==> src/rtl/button_if.sv <==
// Button conditioner bus: raw button levels and repeat enable toward the
// conditioner, debounced level and event pulses back to the consumer.
interface button_if #(
    parameter int N = 4
);
    logic [N-1:0] buttonin;
    logic         repeat_en;
    logic [N-1:0] level;
    logic [N-1:0] pressed;
    logic [N-1:0] released;
    logic         any_pressed;

    modport master (
        output buttonin,
        output repeat_en,
        input  level,
        input  pressed,
        input  released,
        input  any_pressed
    );

    modport slave (
        input  buttonin,
        input  repeat_en,
        output level,
        output pressed,
        output released,
        output any_pressed
    );
endinterface

==> src/rtl/button_conditioner.sv <==
// Multi-channel push-button conditioner: 2-flop synchronizer, per-channel
// debounce counter, press/release pulse generation and a per-channel
// auto-repeat FSM. The debounced state is held one stage ahead of the
// registered level output, so a press is visible DEBOUNCE_CYCLES+2 edges
// after the first sampled edge and the repeat FSM reacts in the same cycle
// that the press/release pulse is being formed.
module button_conditioner #(
    parameter int N               = 4,
    parameter int DEBOUNCE_CYCLES = 1000,
    parameter int REPEAT_DELAY    = 50000,
    parameter int REPEAT_RATE     = 10000
) (
    input  logic     clk,
    input  logic     rst_n,
    button_if.slave  bus
);

    localparam int DB_W    = $clog2(DEBOUNCE_CYCLES + 1);
    localparam int RPT_MAX = (REPEAT_DELAY > REPEAT_RATE) ? REPEAT_DELAY : REPEAT_RATE;
    localparam int RPT_W   = $clog2(RPT_MAX + 1);

    localparam logic [DB_W-1:0]  DB_LAST    = DB_W'(DEBOUNCE_CYCLES - 1);
    localparam logic [RPT_W-1:0] DELAY_LAST = RPT_W'(REPEAT_DELAY - 1);
    localparam logic [RPT_W-1:0] RATE_LAST  = RPT_W'(REPEAT_RATE - 1);

    typedef enum logic [1:0] {
        ST_IDLE       = 2'd0,
        ST_WAIT_DELAY = 2'd1,
        ST_REPEATING  = 2'd2
    } rpt_state_t;

    logic [N-1:0]     sync1_r;
    logic [N-1:0]     sync2_r;
    logic [N-1:0]     db_r;
    logic [DB_W-1:0]  db_cnt_r [N];

    logic [N-1:0]     level_r;
    logic [N-1:0]     pressed_r;
    logic [N-1:0]     released_r;
    logic             any_pressed_r;

    rpt_state_t       state_r     [N];
    rpt_state_t       state_nxt_s [N];
    logic [RPT_W-1:0] rpt_cnt_r     [N];
    logic [RPT_W-1:0] rpt_cnt_nxt_s [N];

    logic [N-1:0]     rise_s;
    logic [N-1:0]     fall_s;
    logic [N-1:0]     fire_s;
    logic [N-1:0]     pressed_nxt_s;
    logic [N-1:0]     released_nxt_s;

    // Two-flop synchronizer for the asynchronous button levels.
    always_ff @(posedge clk or negedge rst_n) begin
        if (!rst_n) begin
            sync1_r <= {N{1'b0}};
            sync2_r <= {N{1'b0}};
        end else begin
            sync1_r <= bus.buttonin;
            sync2_r <= sync1_r;
        end
    end

    // Debounce: count consecutive disagreeing cycles, flip state on the last one.
    always_ff @(posedge clk or negedge rst_n) begin
        if (!rst_n) begin
            db_r <= {N{1'b0}};
            for (int i = 0; i < N; i++) begin
                db_cnt_r[i] <= {DB_W{1'b0}};
            end
        end else begin
            for (int i = 0; i < N; i++) begin
                if (sync2_r[i] == db_r[i]) begin
                    db_cnt_r[i] <= {DB_W{1'b0}};
                end else if (db_cnt_r[i] == DB_LAST) begin
                    db_cnt_r[i] <= {DB_W{1'b0}};
                    db_r[i]     <= ~db_r[i];
                end else begin
                    db_cnt_r[i] <= db_cnt_r[i] + DB_W'(1);
                end
            end
        end
    end

    // Edge detection between the debounced state and the registered level.
    always_comb begin
        rise_s = db_r & ~level_r;
        fall_s = ~db_r & level_r;
    end

    // Repeat FSM state register and repeat counter.
    always_ff @(posedge clk or negedge rst_n) begin
        if (!rst_n) begin
            for (int i = 0; i < N; i++) begin
                state_r[i]   <= ST_IDLE;
                rpt_cnt_r[i] <= {RPT_W{1'b0}};
            end
        end else begin
            for (int i = 0; i < N; i++) begin
                state_r[i]   <= state_nxt_s[i];
                rpt_cnt_r[i] <= rpt_cnt_nxt_s[i];
            end
        end
    end

    // Repeat FSM next state; a released button or disabled repeat forces IDLE.
    always_comb begin
        for (int i = 0; i < N; i++) begin
            state_nxt_s[i] = state_r[i];
            if (!bus.repeat_en || !db_r[i]) begin
                state_nxt_s[i] = ST_IDLE;
            end else begin
                case (state_r[i])
                    ST_IDLE: begin
                        state_nxt_s[i] = ST_WAIT_DELAY;
                    end
                    ST_WAIT_DELAY: begin
                        if (rpt_cnt_r[i] == DELAY_LAST) begin
                            state_nxt_s[i] = ST_REPEATING;
                        end else begin
                            state_nxt_s[i] = ST_WAIT_DELAY;
                        end
                    end
                    ST_REPEATING: begin
                        state_nxt_s[i] = ST_REPEATING;
                    end
                    default: begin
                        state_nxt_s[i] = ST_IDLE;
                    end
                endcase
            end
        end
    end

    // Repeat FSM outputs: repeat pulse request and next counter value.
    always_comb begin
        for (int i = 0; i < N; i++) begin
            fire_s[i]        = 1'b0;
            rpt_cnt_nxt_s[i] = {RPT_W{1'b0}};
            if (!bus.repeat_en || !db_r[i]) begin
                fire_s[i]        = 1'b0;
                rpt_cnt_nxt_s[i] = {RPT_W{1'b0}};
            end else begin
                case (state_r[i])
                    ST_IDLE: begin
                        rpt_cnt_nxt_s[i] = {RPT_W{1'b0}};
                    end
                    ST_WAIT_DELAY: begin
                        if (rpt_cnt_r[i] == DELAY_LAST) begin
                            fire_s[i]        = 1'b1;
                            rpt_cnt_nxt_s[i] = {RPT_W{1'b0}};
                        end else begin
                            rpt_cnt_nxt_s[i] = rpt_cnt_r[i] + RPT_W'(1);
                        end
                    end
                    ST_REPEATING: begin
                        if (rpt_cnt_r[i] == RATE_LAST) begin
                            fire_s[i]        = 1'b1;
                            rpt_cnt_nxt_s[i] = {RPT_W{1'b0}};
                        end else begin
                            rpt_cnt_nxt_s[i] = rpt_cnt_r[i] + RPT_W'(1);
                        end
                    end
                    default: begin
                        rpt_cnt_nxt_s[i] = {RPT_W{1'b0}};
                    end
                endcase
            end
        end
    end

    // Pulse vectors feeding the output registers.
    always_comb begin
        pressed_nxt_s  = rise_s | fire_s;
        released_nxt_s = fall_s;
    end

    // Registered outputs.
    always_ff @(posedge clk or negedge rst_n) begin
        if (!rst_n) begin
            level_r       <= {N{1'b0}};
            pressed_r     <= {N{1'b0}};
            released_r    <= {N{1'b0}};
            any_pressed_r <= 1'b0;
        end else begin
            level_r       <= db_r;
            pressed_r     <= pressed_nxt_s;
            released_r    <= released_nxt_s;
            any_pressed_r <= |pressed_nxt_s;
        end
    end

    assign bus.level       = level_r;
    assign bus.pressed     = pressed_r;
    assign bus.released    = released_r;
    assign bus.any_pressed = any_pressed_r;

endmodule

==> src/flat_wrapper.sv <==
// flat-port wrapper written by rule: the top's interface ports become plain ports
module button_conditioner_flat 
#(
    parameter int N               = 4,
    parameter int DEBOUNCE_CYCLES = 1000,
    parameter int REPEAT_DELAY    = 50000,
    parameter int REPEAT_RATE     = 10000
)
  (clk, rst_n, bus_buttonin, bus_repeat_en, bus_level, bus_pressed, bus_released, bus_any_pressed);
  button_if #(.N(N)) bus_i ();
  input  logic clk;
  input  logic rst_n;
  input wire logic [$bits(bus_i.buttonin)-1:0] bus_buttonin;
  input wire logic [$bits(bus_i.repeat_en)-1:0] bus_repeat_en;
  output wire logic [$bits(bus_i.level)-1:0] bus_level;
  output wire logic [$bits(bus_i.pressed)-1:0] bus_pressed;
  output wire logic [$bits(bus_i.released)-1:0] bus_released;
  output wire logic [$bits(bus_i.any_pressed)-1:0] bus_any_pressed;
  assign bus_i.buttonin = bus_buttonin;
  assign bus_i.repeat_en = bus_repeat_en;
  assign bus_level = bus_i.level;
  assign bus_pressed = bus_i.pressed;
  assign bus_released = bus_i.released;
  assign bus_any_pressed = bus_i.any_pressed;
  button_conditioner #(.N(N), .DEBOUNCE_CYCLES(DEBOUNCE_CYCLES), .REPEAT_DELAY(REPEAT_DELAY), .REPEAT_RATE(REPEAT_RATE)) u_core (.clk(clk), .rst_n(rst_n), .bus(bus_i));
endmodule
==> config.mk <==
export PLATFORM = sky130hd
export DESIGN_NAME = button_conditioner_flat
export DESIGN_NICKNAME = d
export VERILOG_FILES = /design/src/rtl/button_if.sv /design/src/rtl/button_conditioner.sv /design/src/flat_wrapper.sv
export SDC_FILE = /design/constraint.sdc
export NUM_CORES = 1
export LEC_CHECK = 0
export CAP_MARGIN = 5
export CORE_MARGIN = 3
export CORE_UTILIZATION = 57
export DETAILED_ROUTE_END_ITERATION = 12
export DONT_BUFFER_PORTS = 1
export HOLD_SLACK_MARGIN = 0.06
export PLACE_DENSITY = 0.81
export REMOVE_ABC_BUFFERS = 1
export SLEW_MARGIN = 20
export SYNTH_ARGS = -nofsm -noshare
export SYNTH_HDL_FRONTEND = slang
export SYNTH_SLANG_ARGS = --single-unit
==> constraint.sdc <==
create_clock -name clk -period 2.1 [get_ports clk]
set_input_delay 0.42 -clock clk [delete_from_list [all_inputs] [get_ports clk]]
set_output_delay 0.42 -clock clk [all_outputs]
set_load 0.03 [all_outputs]
==> metrics.txt, run 1 <==
run status complete, but fails checks; failing checks hold timing; Max Cap Violations 0; number of iterations in the first detailed-routing pass 4; maximum cell stage delay along the critical path approximately 0.56 ns; Inserted Diodes 0; clock-pin slew on the worst setup and hold paths roughly 0.050 ns; Initial DRC Count slightly above 300; worst flop-to-flop path endpoint u_core.rpt_cnt_r[28]$_DFF_PN0_; first-pass GRT wire length about 21 mm; total cell area at the placement stage 6740 um^2; CTS Buf Count 17; number of antenna-violating nets in the routed design 0; global-route usage over all layers 0.201; quantity of I/O buffers inserted on ports 0; Fin Clk Skew roughly 0.0066 ns; library cells used by synthesis 36; pwr dens around 760 nW/um^2; # hold bufs at CTS 4; clock tree from TritonCTS yes; endpoint required time on the critical path approximately 2.4 ns; weighted congestion reported at the end of routability-driven placement between 0.8 and 0.9; initial antenna violation count 0; yosys warns 0; sequential-to-total area share from yosys stat 0.530; RR Startpoint u_core.rpt_cnt_r[20]$_DFF_PN0_; number of H-tree levels 4; post-route core utilization 0.670; period utilization 0.943; number of buffer and inverter stages on the critical path 1; count of mapped cells out of synthesis around 630; initial core utilization 0.589; total power draw ~5.6 mW; registers with the most flip-flops u_core.rpt_cnt_r: 64 flops, u_core.db_cnt_r: 40 flops, u_core.state_r: 8 flops; RSZ-0062 raised after global routing no; critical path launch point type flip-flop; detail-routed via count per cell roughly 5.5; P&R area growth vs syn 13.9%; synthesized cell area around 6500 um^2; worst slew margin relative to its limit 0.555; leftover overflow at the end of global routing 0; crit-path leading delay family simple AND/OR/NAND/NOR gates; worst vdd ir just under 0.6 mV; sink count of the clock tree about 140; slew at the pin closest to its max-slew limit ~0.66 ns; final period demand of the worst path approximately 2.0 ns; share of post-route cells with drive strength above 1 0.0936; final number of setup-violating endpoints 0; maximum number of pins on one net before global-route repair 138; clk buf depth 2; number of flip-flops under the largest register name between 60 and 70; register ranked first by flip-flop count u_core.rpt_cnt_r; finished layout cell area approximately 7400 um^2; remaining design rule violation count 0; count of pins on the block boundary 20; height of the die 112 um; max frequency around 0.5 GHz; classification of the worst setup path flip-flop to flip-flop; Routed WL around 12 mm; count of state elements after synthesis 137; synthesized area per cell a little over 10 um^2; clock latency reported for the late side of the worst-skew pair roughly 0.42 ns; most frequent standard cell in the layout excluding fill and tap cells dfrtp_1; vias after detailed routing between 4000 and 5000; count of filler cells inserted in the layout 778; number of endpoints with negative hold slack in the final report 137; type of destination of the critical path flip-flop; cell with the biggest individual delay on the critical path or4_4; setup TNS 0 ns; WP data arrival approximately 2.3 ns; class of the most critical hold timing path input pin to async pin; post-CTS setup buffers 0; post-layout net count a little under 700; worst reg-to-reg path cell count 6; Final HPWL DP just under 8 mm; fin. max-slew vios 0; clock root cell clkbuf_16; row cnt 38; routed wire length per instance 14.4 um; critical-path maximum fanout 8; R2R Setup Slk roughly 0.12 ns; number of global-route vias before repair roughly 4500; area inside the core boundary about 11000 um^2; static leakage power between 3 and 4 nW; Die Width approximately 110 um; final worst hold slack -0.302 ns; commonest cells after routing, fill and taps aside 137 x dfrtp_1, 128 x nor2_1, 55 x nand2_1; die outline area 12700 um^2; launching instance or port of the critical path u_core.rpt_cnt_r[20]$_DFF_PN0_; crit-path cells or4_4 -> nor4b_4 -> a21oi_1 -> a31oi_4 -> buf_4 -> nor2_1
where the power goes:
group | leakage, nW | total, mW | internal (mW) | switching [mW]
clock | 0.285 | 2.87 | 1.82 | 1.06
combinational | 0.947 | 0.0549 | 0.0264 | 0.0284
sequential | 1.89 | 2.69 | 2.67 | 0.0201
through the flow:
stage	std cells	worst slack, ns	hold slack (ns)
after detailed placement	778	0.115	0.127
after CTS	813	0.0984	-0.324
after floorplan	622	0.163	0.124
after global routing	813	0.0287	-0.328
final	813	0.121	-0.302
after global placement	778	0.195	0.128
layout make-up:
class / instances / area [um^2] / share of cell area
clock inverter: 9 / 97.6 / 0.0133
inverter: 30 / 113 / 0.0153
clock buffer: 22 / 474 / 0.0644
sequential: 137 / 3430 / 0.466
tap: 140 / 175 / 0.0238
timing repair buffer: 20 / 185 / 0.0252
multi-input combinational: 455 / 2890 / 0.392
logic make-up after synthesis:
kind of cell             count (synthesis)  synth area share
AO/OA/AOI/OAI                           26            0.0333
XOR/XNOR                                91             0.123
buffers and inverters                   34            0.0244
AND/OR/NAND/NOR                        310             0.235
multiplexers                             4           0.00697
flip-flops                             137             0.530
adder cells (fa/ha/maj)                 24            0.0465
worst max-delay path by stage:
stage | end | slack (ns) | cells after the start
detailed placement | u_core.rpt_cnt_r[55]$_DFF_PN0_ | 0.12 | 6
floorplan | u_core.rpt_cnt_r[18]$_DFF_PN0_ | 0.16 | 5
global route | u_core.rpt_cnt_r[24]$_DFF_PN0_ | 0.03 | 6
CTS | u_core.rpt_cnt_r[57]$_DFF_PN0_ | 0.1 | 6
finish | u_core.rpt_cnt_r[28]$_DFF_PN0_ | 0.12 | 6
global placement | u_core.rpt_cnt_r[15]$_DFF_PN0_ | 0.20 | 6
synthesized netlist by cell type, drive strengths merged:
cell    count  area share
mux2        4      0.0070
and3       20       0.019
xnor2      54       0.073
a22o        1      0.0014
nand2      58       0.035
o21ai       1     0.00077
a22oi       3      0.0035
and2        3      0.0029
or4b        1      0.0015
nor2b       3      0.0029
and4b       1      0.0015
xor2       37       0.050
nand3      34       0.026
nor3       19       0.015
and4        4      0.0054
nor4        6       0.011
a31oi       4       0.013
ha         24       0.046
a21oi      13       0.010
inv        30       0.017
or3         3      0.0029
nor2      128       0.074
nand4      15       0.015
a32o        1      0.0015
or4         8       0.011
nand4b      1      0.0014
nand2b      1     0.00097
dfrtp     137        0.53
o22ai       3      0.0029
buf         4      0.0070
nor4b       5      0.0091
worst reg2reg max path, delay by kind of cell (launching register included):
family / cells / cell delay, ns
flip-flops: 1 / 0.39
AO/OA/AOI/OAI: 2 / 0.37
AND/OR/NAND/NOR: 3 / 0.94
buffers and inverters: 1 / 0.18
routing by layer:
| layer | vias up | share of wire | track usage |
|---|---|---|---|
| met4 | 0 | 0.013 | 0.0697 |
| li1 | 2170 | - | - |
| met2 | 83 | 0.50 | 0.332 |
| met5 | - | 0 | 0 |
| met1 | 2186 | 0.45 | 0.253 |
| met3 | 18 | 0.037 | 0.0598 |
timing repair:
| action | in CTS | in global routing |
|---|---|---|
| setup endpoints to repair | 0 | 12 |
| resized for setup | 0 | 1 |
| hold endpoints to repair | 141 | 137 |
No activity file was read; power rests on OpenSTA's default activity.
==> inputs of run 2 (changes only) <==
--- a/config.mk
+++ b/config.mk
@@ -13,6 +13,7 @@
 export HOLD_SLACK_MARGIN = 0.06
 export PLACE_DENSITY = 0.81
 export REMOVE_ABC_BUFFERS = 1
+export SKIP_LAST_GASP = 1
 export SLEW_MARGIN = 20
 export SYNTH_ARGS = -nofsm -noshare
 export SYNTH_HDL_FRONTEND = slang
==> results of run 2 <==
Final layout, timing and power as in run 1 (identical DEF).
